===== config.mk =====
export PLATFORM = sky130hd
export DESIGN_NAME = ram_rd_check
export DESIGN_NICKNAME = d
export VERILOG_FILES = /design/src/rtl/ram_demo_pkg.sv /design/src/rtl/ram_rd_pipe.sv /design/src/rtl/ram_rd_check.sv
export SDC_FILE = /design/constraint.sdc
export NUM_CORES = 1
export LEC_CHECK = 0
export ABC_AREA = 1
export BUFFER_PORTS_ARGS = -buffer_cell sky130_fd_sc_hd__buf_2
export CORE_AREA = 2 2 61 63
export DETAILED_ROUTE_END_ITERATION = 10
export DIE_AREA = 0 0 63 65
export PLACE_DENSITY = 0.73
export REMOVE_ABC_BUFFERS = 1
export SYNTH_ARGS = -nofsm -noshare
export SYNTH_HDL_FRONTEND = slang
export SYNTH_SLANG_ARGS = --single-unit

===== constraint.sdc =====
create_clock -name sys_clk -period 1.7 [get_ports sys_clk]
set_clock_uncertainty 0.15 [all_clocks]
set_input_delay 0.17 -clock sys_clk [delete_from_list [all_inputs] [get_ports sys_clk]]
set_output_delay 0.17 -clock sys_clk [all_outputs]
set_load 0.005 [all_outputs]

===== src/rtl/ram_demo_pkg.sv =====
// ---------------------------------------------------------------------------
// ram_demo_pkg : shared state encoding and data pattern for the RAM demo
// Rev 1.0
// ---------------------------------------------------------------------------
`default_nettype none

package ram_demo_pkg;

  localparam logic [1:0] S_IDLE  = 2'd0;
  localparam logic [1:0] S_READ  = 2'd1;
  localparam logic [1:0] S_DRAIN = 2'd2;
  localparam logic [1:0] S_FIN   = 2'd3;

  // Writer and checker both call this, so the pattern has a single definition.
  function automatic logic [31:0] exp_data(input logic [31:0] addr, input logic [31:0] seed);
    return addr + seed;
  endfunction

endpackage

`default_nettype wire


===== src/rtl/ram_rd_pipe.sv =====
// ---------------------------------------------------------------------------
// ram_rd_pipe : RD_LAT-deep {valid, addr} delay line matching RAM read latency
// Rev 1.0
// ---------------------------------------------------------------------------
`default_nettype none

module ram_rd_pipe #(
  parameter int RD_LAT = 1,
  parameter int ADDR_W = 5
) (
  input  logic              clk,
  input  logic              rst_n,
  input  logic              i_vld,
  input  logic [ADDR_W-1:0] i_addr,
  output logic              o_vld,
  output logic [ADDR_W-1:0] o_addr
);

  logic [RD_LAT-1:0] r_vld;
  logic [ADDR_W-1:0] r_addr [RD_LAT];

  always_ff @(posedge clk or negedge rst_n) begin
    if (!rst_n) begin
      r_vld <= '0;
      for (int i = 0; i < RD_LAT; i++) r_addr[i] <= '0;
    end else begin
      r_vld[0]  <= i_vld;
      r_addr[0] <= i_addr;
      for (int i = 1; i < RD_LAT; i++) begin
        r_vld[i]  <= r_vld[i-1];
        r_addr[i] <= r_addr[i-1];
      end
    end
  end

  assign o_vld  = r_vld[RD_LAT-1];
  assign o_addr = r_addr[RD_LAT-1];

endmodule

`default_nettype wire


===== src/rtl/ram_rd_check.sv =====
// ---------------------------------------------------------------------------
// ram_rd_check : sequential RAM read-back verifier with error count/address
// Rev 1.0
// ---------------------------------------------------------------------------
`default_nettype none

module ram_rd_check
  import ram_demo_pkg::*;
#(
  parameter int                ADDR_W = 5,
  parameter int                DEPTH  = 32,
  parameter int                DATA_W = 8,
  parameter int                RD_LAT = 1,
  parameter logic [DATA_W-1:0] SEED   = '0,
  parameter int                CNT_W  = 8
) (
  input  logic              sys_clk,
  input  logic              sys_rst,
  input  logic              start,
  output logic              ram_en,
  output logic              ram_we,
  output logic [ADDR_W-1:0] ram_addr,
  input  logic [DATA_W-1:0] ram_dout,
  output logic              busy,
  output logic              done,
  output logic              pass,
  output logic [CNT_W-1:0]  err_cnt,
  output logic [ADDR_W-1:0] first_err_addr
);

  localparam logic [ADDR_W-1:0] c_last_addr = ADDR_W'(DEPTH - 1);
  localparam logic [CNT_W-1:0]  c_cnt_max   = '1;

  logic [1:0]        r_state;
  logic [1:0]        w_next;
  logic [ADDR_W-1:0] r_addr;
  logic [CNT_W-1:0]  r_err_cnt;
  logic [ADDR_W-1:0] r_first_err;
  logic              r_pass;
  logic              w_issue;
  logic              w_last_issue;
  logic              w_pv;
  logic [ADDR_W-1:0] w_paddr;
  logic [DATA_W-1:0] w_exp;
  logic              w_mismatch;
  logic              w_drain_done;

  assign w_issue      = (r_state == S_READ);
  assign w_last_issue = w_issue && (r_addr == c_last_addr);

  ram_rd_pipe #(
    .RD_LAT (RD_LAT),
    .ADDR_W (ADDR_W)
  ) u_pipe (
    .clk    (sys_clk),
    .rst_n  (sys_rst),
    .i_vld  (w_issue),
    .i_addr (r_addr),
    .o_vld  (w_pv),
    .o_addr (w_paddr)
  );

  assign w_exp        = DATA_W'(exp_data(32'(w_paddr), 32'(SEED)));
  assign w_mismatch   = w_pv && (ram_dout != w_exp);
  // The last address leaving the pipe marks the final comparison of the pass.
  assign w_drain_done = w_pv && (w_paddr == c_last_addr);

  always_ff @(posedge sys_clk or negedge sys_rst) begin
    if (!sys_rst) r_state <= S_IDLE;
    else          r_state <= w_next;
  end

  always_comb begin
    w_next = r_state;
    case (r_state)
      S_IDLE:  if (start)        w_next = S_READ;
      S_READ:  if (w_last_issue) w_next = S_DRAIN;
      S_DRAIN: if (w_drain_done) w_next = S_FIN;
      S_FIN:                     w_next = S_IDLE;
      default:                   w_next = S_IDLE;
    endcase
  end

  always_comb begin
    ram_en   = w_issue;
    ram_we   = 1'b0;
    ram_addr = w_issue ? r_addr : '0;
    busy     = (r_state == S_READ) || (r_state == S_DRAIN);
    done     = (r_state == S_FIN);
    pass     = (r_state == S_FIN) ? (r_err_cnt == '0) : r_pass;
  end

  always_ff @(posedge sys_clk or negedge sys_rst) begin
    if (!sys_rst) begin
      r_addr      <= '0;
      r_err_cnt   <= '0;
      r_first_err <= '0;
      r_pass      <= 1'b0;
    end else if ((r_state == S_IDLE) && start) begin
      r_addr      <= '0;
      r_err_cnt   <= '0;
      r_first_err <= '0;
      r_pass      <= 1'b0;
    end else begin
      if (w_issue && !w_last_issue) r_addr <= r_addr + 1'b1;
      if (w_mismatch) begin
        if (r_err_cnt != c_cnt_max) r_err_cnt <= r_err_cnt + 1'b1;
        if (r_err_cnt == '0)        r_first_err <= w_paddr;
      end
      if (r_state == S_FIN) r_pass <= (r_err_cnt == '0);
    end
  end

  assign err_cnt        = r_err_cnt;
  assign first_err_addr = r_first_err;

endmodule

`default_nettype wire


==> results.md <==
- Post-synthesis cell count: about 210
- Pwr Density: between 1000 and 1500 mW/mm²
- IR drop worst, VDD: 0.784 mV
- CP Max Fanout: 5
- Detailed Place HPWL: between 2 and 2.5 mm
- Remaining antenna violation count: 0
- CP Capture Type: primary output
- Critical Path RT: between 1000 and 1500 ps
- CP Class: reg -> out
- WL/cell: between 10 and 15 µm
- Total Wirelength: 3.86 mm
- Grt ovf: 0
- Die Y: 65 µm
- Placed Area: between 0.0015 and 0.002 mm²
- Status: finished, violations left
- 1st-iter DRT viols: 98
- CP arrival: 1430 ps
- Final Cell Area: around 0.0022 mm²
- Crit start category: flip-flop
- Multi-input combinational cell area: a little under 900 µm²
- Post-route insts no fill: between 300 and 400
- Tightest Pin Transition: slightly above 600 ps
- Vias in the first global route: between 1000 and 1500
- Clock root cell: clkbuf_4
- Place WS: -11.5 ps
- Area contributors post-synth: dfrtp_1 42%, nand2_1 15%, inv_1 8.0%, ha_1 7.0%, nand3_1 6.9%
- Layout cells sized above 1: 0.346
- Min cycle time layout: about 1800 ps
- Syn-to-layout area delta: 36.3%
- Hold WC Path Type: in -> reg
- Die Span X: between 60 and 70 µm
- Primary FF master, synth: dfrtp_1
- Diodes inserted: 0
- Hold slack: 107 ps
- Setup TNS: -51.0 ps
- CTS buffer count: 3
- Vias: 1539
- Warnings from Yosys: 0
- Slew margin rel.: 0.595
- # DRC: 0
- Seq/Total Area, Yosys: 0.423
- Max Buffers Root-to-Sink: 2
- H-tree depth: 1
- Clock tree from TritonCTS: built
- Max_cap viols: 0
- DRT Pass-1 Iters: 4
- Slew Viols, Final: 0
- Via-to-Cell Ratio: 4.81
- Filler instances: 310
- Initial Util: 0.457
- Async S/R FF share, synth: 1.00
- # setup viols final: 1
- Largest net degree at the start of global routing: 28
- Clock sinks: 27
- #FFs+latches synth: 27
- Synth cell types: 25
- RD Place Congestion: approximately 0.86
- Boundary Pins: 34
- Failing checks: setup timing
- EDFF count, synth: 0
- Top cell type's share of synthesized area: 0.423
- Count leader, synth: nand2_1
- Final net count: 293
- Dpl cells: 300
- Pleak: between 0.001 and 0.0015 µW
- Full die area: approximately 0.004 mm²
- Cell taking the most area after synthesis: dfrtp_1
- Top post-synthesis cells by count: 62 x nand2_1, 34 x inv_1, 27 x dfrtp_1, 26 x nor2_1, 22 x nand3_1
- Final Cycle Share: 1.03
- Fmax: roughly 570 MHz
- RSZ-0062 raised after global routing: true
- Site Rows: 22
- First-pass GRT wire length: approximately 6 mm
- Setup ws final: -51.0 ps
- Hold Fails Final Rpt: 0
- Mapped cell area: about 0.0016 mm²
- Reg2reg setup slack: approximately 70 ps
- Tot GR Track Use: 0.181
- Core area: between 0.003 and 0.004 mm²
- Syn avg cell area: roughly 7.5 µm²
- Worst-path clk slew: 160 ps
- Register area: 679 µm²
- Port-buffer cells: 32
- Clock Latency Late Sink: 320 ps
- Initial antenna violation count: 0
per-stage QoR:
step                total power (µW)   util
floorplan                       1810      -
global placement                2310  0.542
detailed placement              2350  0.542
CTS                             2770  0.577
global route                    3300  0.623
finish                          3030  0.623
cells by family (layout without fill, tap and decap cells):
family | Yosys count | after routing | synth area share
compound gates | 11 | 11 | 0.0360
xor+xnor | 3 | 3 | 0.0164
fa+ha+maj | 9 | 9 | 0.0705
buf+inv | 39 | 97 | 0.0948
flops | 27 | 27 | 0.423
other cells | 1 | 1 | 0.00235
simple gates | 123 | 124 | 0.357
metal layers:
layer / share of wire / wire, µm / GRT usage
met1: 0.43 / 1660 / 0.233
met2: 0.52 / 2020 / 0.330
met3: 0.031 / 120 / 0.0104
met4: 0.015 / 59 / 0.0444
met5: 0 / 0 / 0
state kept, by name, summed over array words and instances (netlist names):
| signal | flops |
|---|---|
| err_cnt | 8 |
| first_err_addr | 5 |
| r_addr | 5 |
| r_pass | 1 |
| r_state | 2 |
| u_pipe.o_addr | 5 |
| u_pipe.o_vld | 1 |
report_power, final:
part / internal (µW) / switching [µW]
clock network: 89.7 / 200
registers: 834 / 165
logic: 779 / 964
total: 1700 / 1330
path summary, 6_finish.rpt:
path | start | end | cells past startpoint
setup / recovery | err_cnt[2] | pass | 6
setup reg to reg | r_addr[0] | r_state[0] | 9
min in group asynchronous | sys_rst | err_cnt[4] | 2
hold / removal | start | r_state[1] | 4
max in group asynchronous | sys_rst | r_state[0] | 2
hold reg to reg | r_addr[3] | u_pipe.o_addr[3] | 0
cell usage in the layout, fill, tap and decap left out, types with 21 or more instances in the layout:
master   Yosys  final
nor2_1      26     23
inv_1       34     30
nand2_1     62     60
buf_2        1     32
nand3_1     22     21
buf_4        1     21
dfrtp_1     27     24
cell type report:
class,count,area share
inverter,35,0.0615
sequential,27,0.312
tap,48,0.0276
clock inverter,1,0.00345
timing repair buffer,58,0.182
clock buffer,3,0.0103
multi-input combinational,148,0.404
worst max-delay path, stage by stage (launching register included):
cell     delay, ps
dfrtp_2        480
nor2_1         100
nand3_1        130
nor2_4         160
nand2_2         70
nand2_1         60
buf_2          100
repair_timing:
action,CTS,global route
cloned,0,2
buffers inserted,8,6
hold endpoints to repair,27,0
resized for setup,10,24
hold buffers,1,0
endpoints found under the setup margin,8,26
pin swaps,5,8
(Power assumes the default switching activity.)
